## config.mk

```make
export PLATFORM = sky130hd
export DESIGN_NAME = iq_scheduler
export DESIGN_NICKNAME = d
export VERILOG_FILES = /design/src/rtl/iq_pkg.sv /design/src/rtl/iq_prio_enc.sv /design/src/rtl/iq_scheduler.sv
export SDC_FILE = /design/constraint.sdc
export NUM_CORES = 2
export LEC_CHECK = 0
export ABC_AREA = 1
export CAP_MARGIN = 0
export CORE_UTILIZATION = 40
export CTS_CLUSTER_DIAMETER = 40
export DETAILED_ROUTE_END_ITERATION = 10
export PLACE_DENSITY = 0.53
export SETUP_SLACK_MARGIN = 0.2
export SYNTH_ARGS = -nofsm -noshare
export SYNTH_HDL_FRONTEND = slang
export SYNTH_SLANG_ARGS = --single-unit
```

## constraint.sdc

```tcl
create_clock -name clk -period 7.6 [get_ports clk]
set_input_delay 1.14 -clock clk [delete_from_list [all_inputs] [get_ports clk]]
set_output_delay 1.14 -clock clk [all_outputs]
set_load 0.005 [all_outputs]
```

## src/rtl/iq_pkg.sv

```systemverilog
// Shared types for the issue-queue scheduler: per-entry state and operand count.
package iq_pkg;
  localparam int NUM_SRC   = 2;
  // Tags are stored zero-extended to a fixed width so the struct is parameter-free.
  localparam int TAG_MAX_W = 16;

  typedef struct packed {
    logic                              valid;
    logic [NUM_SRC-1:0][TAG_MAX_W-1:0] src_tag;
    logic [NUM_SRC-1:0]                src_rdy;
  } iq_entry_t;
endpackage

```

## src/rtl/iq_prio_enc.sv

```systemverilog
// Lowest-set-bit encoder with a found flag; shared by slot allocation and select.
module iq_prio_enc #(
  parameter int N = 64,
  parameter int W = $clog2(N)
) (
  input  logic [N-1:0] req,
  output logic [W-1:0] idx,
  output logic         found
);
  always_comb begin
    idx = '0;
    for (int i = N - 1; i >= 0; i--)
      if (req[i]) idx = W'(i);
  end

  assign found = |req;
endmodule

```

## src/rtl/iq_scheduler.sv

```systemverilog
// Issue scheduler / slot allocator: occupancy, operand wakeup and one-per-cycle select.
// Optional IQ_AGE_SELECT_EN: oldest-eligible select via an age matrix (default: lowest index).
module iq_scheduler
  import iq_pkg::*;
#(
  parameter int ENTRIES         = 64,
  parameter int ADDR_WIDTH      = $clog2(ENTRIES),
  parameter int PHYS_COUNT      = 128,
  parameter int PHYS_ADDR_WIDTH = $clog2(PHYS_COUNT),
  parameter int WAKEUP_PORTS    = 2
) (
  input  logic                                         clk,
  input  logic                                         async_rst_n,
  input  logic                                         clk_en,
  input  logic                                         flush,
  input  logic                                         disp_valid,
  output logic                                         disp_ready,
  input  logic [NUM_SRC-1:0][PHYS_ADDR_WIDTH-1:0]      disp_src_addr,
  input  logic [NUM_SRC-1:0]                           disp_src_ready,
  output logic                                         queue_wr_en,
  output logic [ADDR_WIDTH-1:0]                        queue_wr_addr,
  input  logic [WAKEUP_PORTS-1:0]                      wake_valid,
  input  logic [WAKEUP_PORTS-1:0][PHYS_ADDR_WIDTH-1:0] wake_tag,
  input  logic                                         issue_ready,
  output logic                                         queue_rd_en,
  output logic [ADDR_WIDTH-1:0]                        queue_rd_addr,
  output logic [ADDR_WIDTH:0]                          occupancy
);
  logic [ENTRIES-1:0]    free_vec, elig_vec, grant_vec;
  logic [ADDR_WIDTH-1:0] alloc_idx, sel_idx;
  logic                  any_free, any_elig;
  logic                  active, wr_fire, rd_fire;
  logic [NUM_SRC-1:0]    disp_rdy_eff;
  logic [ADDR_WIDTH:0]   occ_q;

  // Reset is folded in so the strobes read 0 while reset is held.
  assign active      = clk_en & ~flush & async_rst_n;
  assign disp_ready  = any_free & active;
  assign wr_fire     = disp_valid & disp_ready;
  assign rd_fire     = any_elig & issue_ready & active;
  assign queue_wr_en = wr_fire;
  assign queue_rd_en = rd_fire;
  assign queue_wr_addr = alloc_idx;
  assign queue_rd_addr = sel_idx;
  assign occupancy   = occ_q;

  // Same-cycle wakeup bypass for operands being written this edge.
  always_comb begin
    disp_rdy_eff = disp_src_ready;
    for (int s = 0; s < NUM_SRC; s++)
      for (int k = 0; k < WAKEUP_PORTS; k++)
        if (wake_valid[k] && wake_tag[k] == disp_src_addr[s]) disp_rdy_eff[s] = 1'b1;
  end

  for (genvar e = 0; e < ENTRIES; e++) begin : g_ent
    iq_entry_t          ent;
    logic [NUM_SRC-1:0] hit;

    always_comb begin
      hit = '0;
      for (int s = 0; s < NUM_SRC; s++)
        for (int k = 0; k < WAKEUP_PORTS; k++)
          if (wake_valid[k] && ent.src_tag[s] == TAG_MAX_W'(wake_tag[k])) hit[s] = 1'b1;
    end

    assign free_vec[e] = ~ent.valid;
    assign elig_vec[e] = ent.valid & (&ent.src_rdy);

    always_ff @(posedge clk or negedge async_rst_n) begin
      if (!async_rst_n) begin
        ent <= '0;
      end else if (clk_en) begin
        if (flush) begin
          ent.valid   <= 1'b0;
          ent.src_rdy <= '0;
        end else if (wr_fire && alloc_idx == ADDR_WIDTH'(e)) begin
          ent.valid   <= 1'b1;
          ent.src_rdy <= disp_rdy_eff;
          for (int s = 0; s < NUM_SRC; s++) ent.src_tag[s] <= TAG_MAX_W'(disp_src_addr[s]);
        end else begin
          if (rd_fire && sel_idx == ADDR_WIDTH'(e)) ent.valid <= 1'b0;
          if (ent.valid) ent.src_rdy <= ent.src_rdy | hit;
        end
      end
    end
  end

`ifdef IQ_AGE_SELECT_EN
  // age[i][j] set means entry i was allocated before entry j.
  logic [ENTRIES-1:0][ENTRIES-1:0] age;

  always_ff @(posedge clk or negedge async_rst_n) begin
    if (!async_rst_n) begin
      age <= '0;
    end else if (wr_fire) begin
      for (int j = 0; j < ENTRIES; j++) age[j][alloc_idx] <= 1'b1;
      age[alloc_idx] <= '0;
    end
  end

  always_comb begin
    grant_vec = elig_vec;
    for (int i = 0; i < ENTRIES; i++)
      for (int j = 0; j < ENTRIES; j++)
        if (elig_vec[j] && age[j][i]) grant_vec[i] = 1'b0;
  end
`else
  assign grant_vec = elig_vec;
`endif

  iq_prio_enc #(.N(ENTRIES), .W(ADDR_WIDTH)) u_alloc (
    .req(free_vec), .idx(alloc_idx), .found(any_free));

  iq_prio_enc #(.N(ENTRIES), .W(ADDR_WIDTH)) u_sel (
    .req(grant_vec), .idx(sel_idx), .found(any_elig));

  always_ff @(posedge clk or negedge async_rst_n) begin
    if (!async_rst_n)   occ_q <= '0;
    else if (clk_en) begin
      if (flush)        occ_q <= '0;
      else              occ_q <= occ_q + (ADDR_WIDTH+1)'(wr_fire) - (ADDR_WIDTH+1)'(rd_fire);
    end
  end
endmodule
```

# Word-level counts from Yosys, hierarchy flattened
# Index checks and enable logic that the tools add are counted.
[op_classes]
add_sub_neg = 2
mux = 773
bitwise_logic = 199
eq_ne = 386
n_reduce_logical = 776
[ops]
columns = ["operator", "count"]
rows = [
  ["equality test 7 bit", 260],
  ["two-way mux 6 bit", 128],
  ["two-way mux 1 bit", 452],
  ["logical AND 1 bit", 388],
  ["equality test 6 bit, second input constant", 64],
  ["two-way mux 2 bit", 192],
  ["AND reduction 2 bit", 192],
  ["nonzero test 3 bit", 128],
  ["equality test 6 x 5 -> 1 bit, second input constant", 32],
  ["AND reduction 3 bit", 64],
  ["bitwise OR 2 bit", 64],
  ["OR reduction 64 bit", 2],
  ["equality test 6 x 4 -> 1 bit, second input constant", 16],
  ["bitwise AND 1 bit", 70],
  ["inverter 1 bit", 65],
  ["equality test 6 x 3 -> 1 bit, second input constant", 8],
  ["equality test 6 x 2 -> 1 bit, second input constant", 4],
  ["equality test 6 x 1 -> 1 bit, second input constant", 2],
  ["zero test 6 bit", 2],
  ["adder 7 x 1 -> 7 bit", 1],
  ["two-way mux 7 bit", 1],
  ["subtractor 7 x 1 -> 7 bit", 1],
]
[totals]
output_inout_bits = 22
elab_cells = 2393
regBits = 1095

# Depth between registers and ports, before layout
[depth]
ltp_word = 71
depth_mapped = 72
mapped_depth_nobuf = 71

# By module
# From an unflattened synthesis, not the netlist that was laid out.
[unflattened]
cells_unflattened = 13143
hier_area_um2 = 77819.6
[by_module_without_submodules]
columns = ["module", "seq_area_each_um2", "cells_per_inst", "area_each_um2", "instances"]
rows = [
  ["iq_scheduler", 27401.3, 12673, 75770.2, 1],
  ["iq_prio_enc", 0.0, 235, 1024.7, 2],
]

# Least setup slack after synthesis
# OpenSTA, ideal clock, no wires.
[synth_timing]
path_kind = "reg-to-output"
start = "register g_ent[63].ent[34] in the netlist's numbering"
end = "output port queue_rd_addr[0]"
t_arrival_ns = 3.800
path_slack_ns = 2.660
path_buffers = 1
stages_incl_launch_ff = 68
cell_sequence = "dfrtp_1 -> nand2_1 -> nor2_1 -> nand2_1 -> nand2_1 -> nand2_1 -> nand2_1 -> nand2_1 -> nand2_1 -> nand2_1 -> nand2_1 -> nand2_1 -> nand2_1 -> nand2_1 -> nand2_1 -> nand2_1 -> nand2_1 -> nand2_1 -> (+32 left out) -> nand2_1 -> nand2_1 -> nand2_1 -> nand2_1 -> nand2_1 -> nand2_1 -> nand2_1 -> nand2_1 -> nand2_1 -> nand2_1 -> nand2_1 -> nand2_1 -> nand2_1 -> nand2_1 -> nand2_1 -> nand2_1 -> clkbuf_1 -> inv_1"
[synth_via]
elab_chain_cells = 65
[synth_lines]
columns = ["item", "line", "rtl"]
rows = [
  ["from (decl)", "iq_scheduler.sv:56", "iq_entry_t ent;"],
  ["bitwise AND 1 bit", "iq_scheduler.sv:67", "assign elig_vec[e] = ent.valid & (&ent.src_rdy);"],
  ["two-way mux 6 bit (64 in series)", "iq_prio_enc.sv:13", "if (req[i]) idx = W'(i);"],
  ["to (decl)", "iq_scheduler.sv:26", "output logic [ADDR_WIDTH-1:0] queue_rd_addr,"],
]
# Every way passes these cells.

# Worst setup path in the final report
[layout_timing]
start = "register g_ent[62].ent[34] in the netlist's numbering"
end = "output port queue_rd_addr[0]"
[layout_via]
elab_chain_cells = 64
[layout_lines]
columns = ["item", "line"]
rows = [
  ["from (decl)", "iq_scheduler.sv:56"],
  ["bitwise AND 1 bit", "iq_scheduler.sv:67"],
  ["two-way mux 6 bit (63 in series)", "iq_prio_enc.sv:13"],
]
# Every way passes these cells.

==> flow_metrics.env <==
export IMPL_status="complete, but fails checks"
export IMPL_violations="design-rule violations"
export IMPL_p_switching_mw=4.90
export IMPL_tightest_slew_ns=1.23
export IMPL_synth_avg_cell_area_um2=7.62
export IMPL_cpMostUsedCell="nand2_1"
export IMPL_gr_max_usage_layer="met2"
export IMPL_period_needed_ns=6.85
export IMPL_wl_mm=315
export IMPL_intPower_mw=12.4
export IMPL_cts_tree="yes"
export IMPL_layout_drive_gt1_share=0.0841
export IMPL_p_total_mw=17.3
export IMPL_cts_max_level=4
export IMPL_start_kind="flop"
export IMPL_cp_slowest_cell="dfrtp_2"
export IMPL_die_h_um=410
export IMPL_grt_max_degree=149
export IMPL_num_rows=149
export IMPL_hpwl_mm=181
export IMPL_nFillCells=16200
export IMPL_critPathRequiredTime_ns=6.46
export IMPL_hold_viol_final=0
export IMPL_met1_usage=0.490
export IMPL_arrival_ns=5.71
export IMPL_setup_viol=0
export IMPL_initialDrtViolationCount=9469
export IMPL_grt_util_all_layers=0.367
export IMPL_port_buffer_count=59
export IMPL_p_clk_frac=0.554
export IMPL_slew_viol_final=0
export IMPL_pin_count=60
export IMPL_grt_pass1_vias=63500
export IMPL_crit_start="g_ent[62].ent[34]"
export IMPL_met2_usage=0.545
export IMPL_coreArea_um2=165000
export IMPL_avgViaCountPerCell=6.31
export IMPL_clk_pin_slew_worst_paths_ns=0.05
export IMPL_synth_largest_area_cell="dfrtp_1"
export IMPL_cp_end_kind="output port"
export IMPL_routabilityCongestion=0.960
export IMPL_synthCells=8762
export IMPL_fin_skew_ns=0.0456
export IMPL_use_met3=0.0914
export IMPL_netlist_top_cells_area="dfrtp_1, nand2_1, o21ai_0"
export IMPL_fin_crit_sh=0.902
export IMPL_wl_per_cell_um=28.9
export IMPL_root_buffer="clkbuf_16"
export IMPL_p_seq_frac=0.345
export IMPL_netlist_area_um2=66700
export IMPL_combinationalPowerShare=0.101
export IMPL_clk_latency_ns=0.87
export IMPL_r2r_start="g_ent[61].ent[34]"
export IMPL_syn2layout_area_growth_pct=14.5
export IMPL_synth_top_cells_by_count="nand2_1, o21ai_0, dfrtp_1"
export IMPL_ant_nets=0
export IMPL_grt_first_pass_wirelength_mm=455
export IMPL_p_per_area_nw_per_um2=227
export IMPL_slew_headroom=0.183
export IMPL_cts_buffers=201
export IMPL_antenna_found_initial=21
export IMPL_synth_top_area_frac=0.411
export IMPL_path_max_fanout=6
export IMPL_switching_share=0.282
export IMPL_tns_ns=0
export IMPL_synth_fp_nets=8808
export IMPL_slowest_delay_ns=0.43
export IMPL_synth_distinct_cells=59
export IMPL_ys_flop_type="dfrtp_1"
export IMPL_yosys_warnings=0
export IMPL_synth_seq_cells=1095
export IMPL_grt_overflow_total=0
export IMPL_start_util=0.404
export IMPL_max_freq_mhz=146
export IMPL_die_area_um2=168000
export IMPL_rsz0062_at_grt="no"
export IMPL_firstDrtPassIters=11
export IMPL_cts_buffer_depth=3
export IMPL_power_static_leakage_nw=32.7
export IMPL_dieWidth_um=410
export IMPL_synth_most_common_cell="nand2_1"
export IMPL_nNetsFinal=8570
export IMPL_maxCapViolations=0
export IMPL_async_flop_share=1.00
export IMPL_dr_total_vias=68700
export IMPL_clock_sinks=1095
export IMPL_worst_setup_path_type="flop to output port"
export IMPL_seq_area_frac_synth=0.411
export IMPL_drcViolationCount=24
export IMPL_synth_edf_count=0
export IMPL_peakVddDrop_v=0.000189
export IMPL_hold_path_class="input port to asynchronous set/reset pin"
power by group through the flow:
stage	Combinational, mW	Clock [mW]	Sequential, mW
3_3_place_gp	1.68	0	6.07
5_1_grt	1.81	9.93	5.98
6_report	1.76	9.60	5.98
2_1_floorplan	0.859	0	6.05
3_5_place_dp	1.69	0	6.07
4_1_cts	1.69	9.66	5.98
state kept, by name (all words and copies together) (netlist names):
register,cells
g_ent.ent,1088
occupancy,7
kinds of logic (layout without fill, tap and decap cells):
logic type               Yosys count  after routing  synth area share
other                              0             15                 0
AO/OA/AOI/OAI                   2526           2526             0.238
AND/OR/NAND/NOR                 3324           3324             0.204
XOR/XNOR                         566            566            0.0743
flip-flops                      1095           1095             0.411
buffers and inverters           1243           1178            0.0714
adder cells (fa/ha/maj)            8              8           0.00161
final timing paths:
check	end	slack, ns	cells after the start
max	queue_rd_addr[0]	0.75	67
min	g_ent[2].ent[6]	0.19	1
max reg2reg	g_ent[25].ent[34]	1.25	70
min reg2reg	g_ent[14].ent[5]	0.49	2
max in group asynchronous	g_ent[62].ent[34]	3.94	5
min in group clk	g_ent[14].ent[5]	0.49	2
timing repair:
item                                    CTS  global route
hold buffers                              0             0
buffers inserted                          0             5
endpoints found under the setup margin    0             2
resized for setup                         0            12
cell type report:
class	count	area, um2	area share
Sequential cell	1095	27400	0.359
Clock buffer	247	5480	0.0717
Inverter	551	2160	0.0283
Clock inverter	129	1730	0.0226
Timing Repair Buffer	251	2260	0.0296
Tap cell	2189	2740	0.0358
Multi-Input combinational cell	6424	34600	0.453
Antenna cell	15	37.5	0.000491
routing by layer:
| metal | share of wire | vias to the layer above |
|---|---|---|
| met1 | 0.40 | 33200 |
| met4 | 0.061 | 12 |
| met2 | 0.42 | 4506 |
| li1 | - | 29900 |
| met5 | 0.00028 | - |
| met3 | 0.12 | 1106 |
cell usage in the layout, fill, tap and decap left out, types with 92 or more instances in the layout:
master        n
a2111oi_0   222
a21oi_1     115
o2111ai_1   193
nor2_1      244
o21ai_0    1223
nand4_1      92
inv_1       500
a221oi_1    103
buf_4       180
o22ai_1     368
xnor2_1     129
nand2_1    2620
clkbuf_16   201
xor2_1      437
nand3_1     111
dfrtp_1    1093
worst max-delay path: cells and delay by family (launching register included):
family | cells | cell delay [ns]
buffers and inverters | 3 | 0.37
flip-flops | 1 | 0.43
AND/OR/NAND/NOR | 64 | 4.09
stage by stage:
step	util	cell area (um2)	setup slack, ns	hold WS (ns)	std cells
2_1_floorplan	-	66700	2.66	0.453	8762
3_3_place_gp	0.418	69100	0.731	0.471	10500
3_5_place_dp	0.418	69100	1.18	0.476	10500
4_1_cts	0.461	76300	0.223	0.161	10900
5_1_grt	0.462	76400	0.200	0.184	10900
6_report	0.462	76400	0.745	0.185	10900
Note: power is estimated with default switching activity, not from simulation.
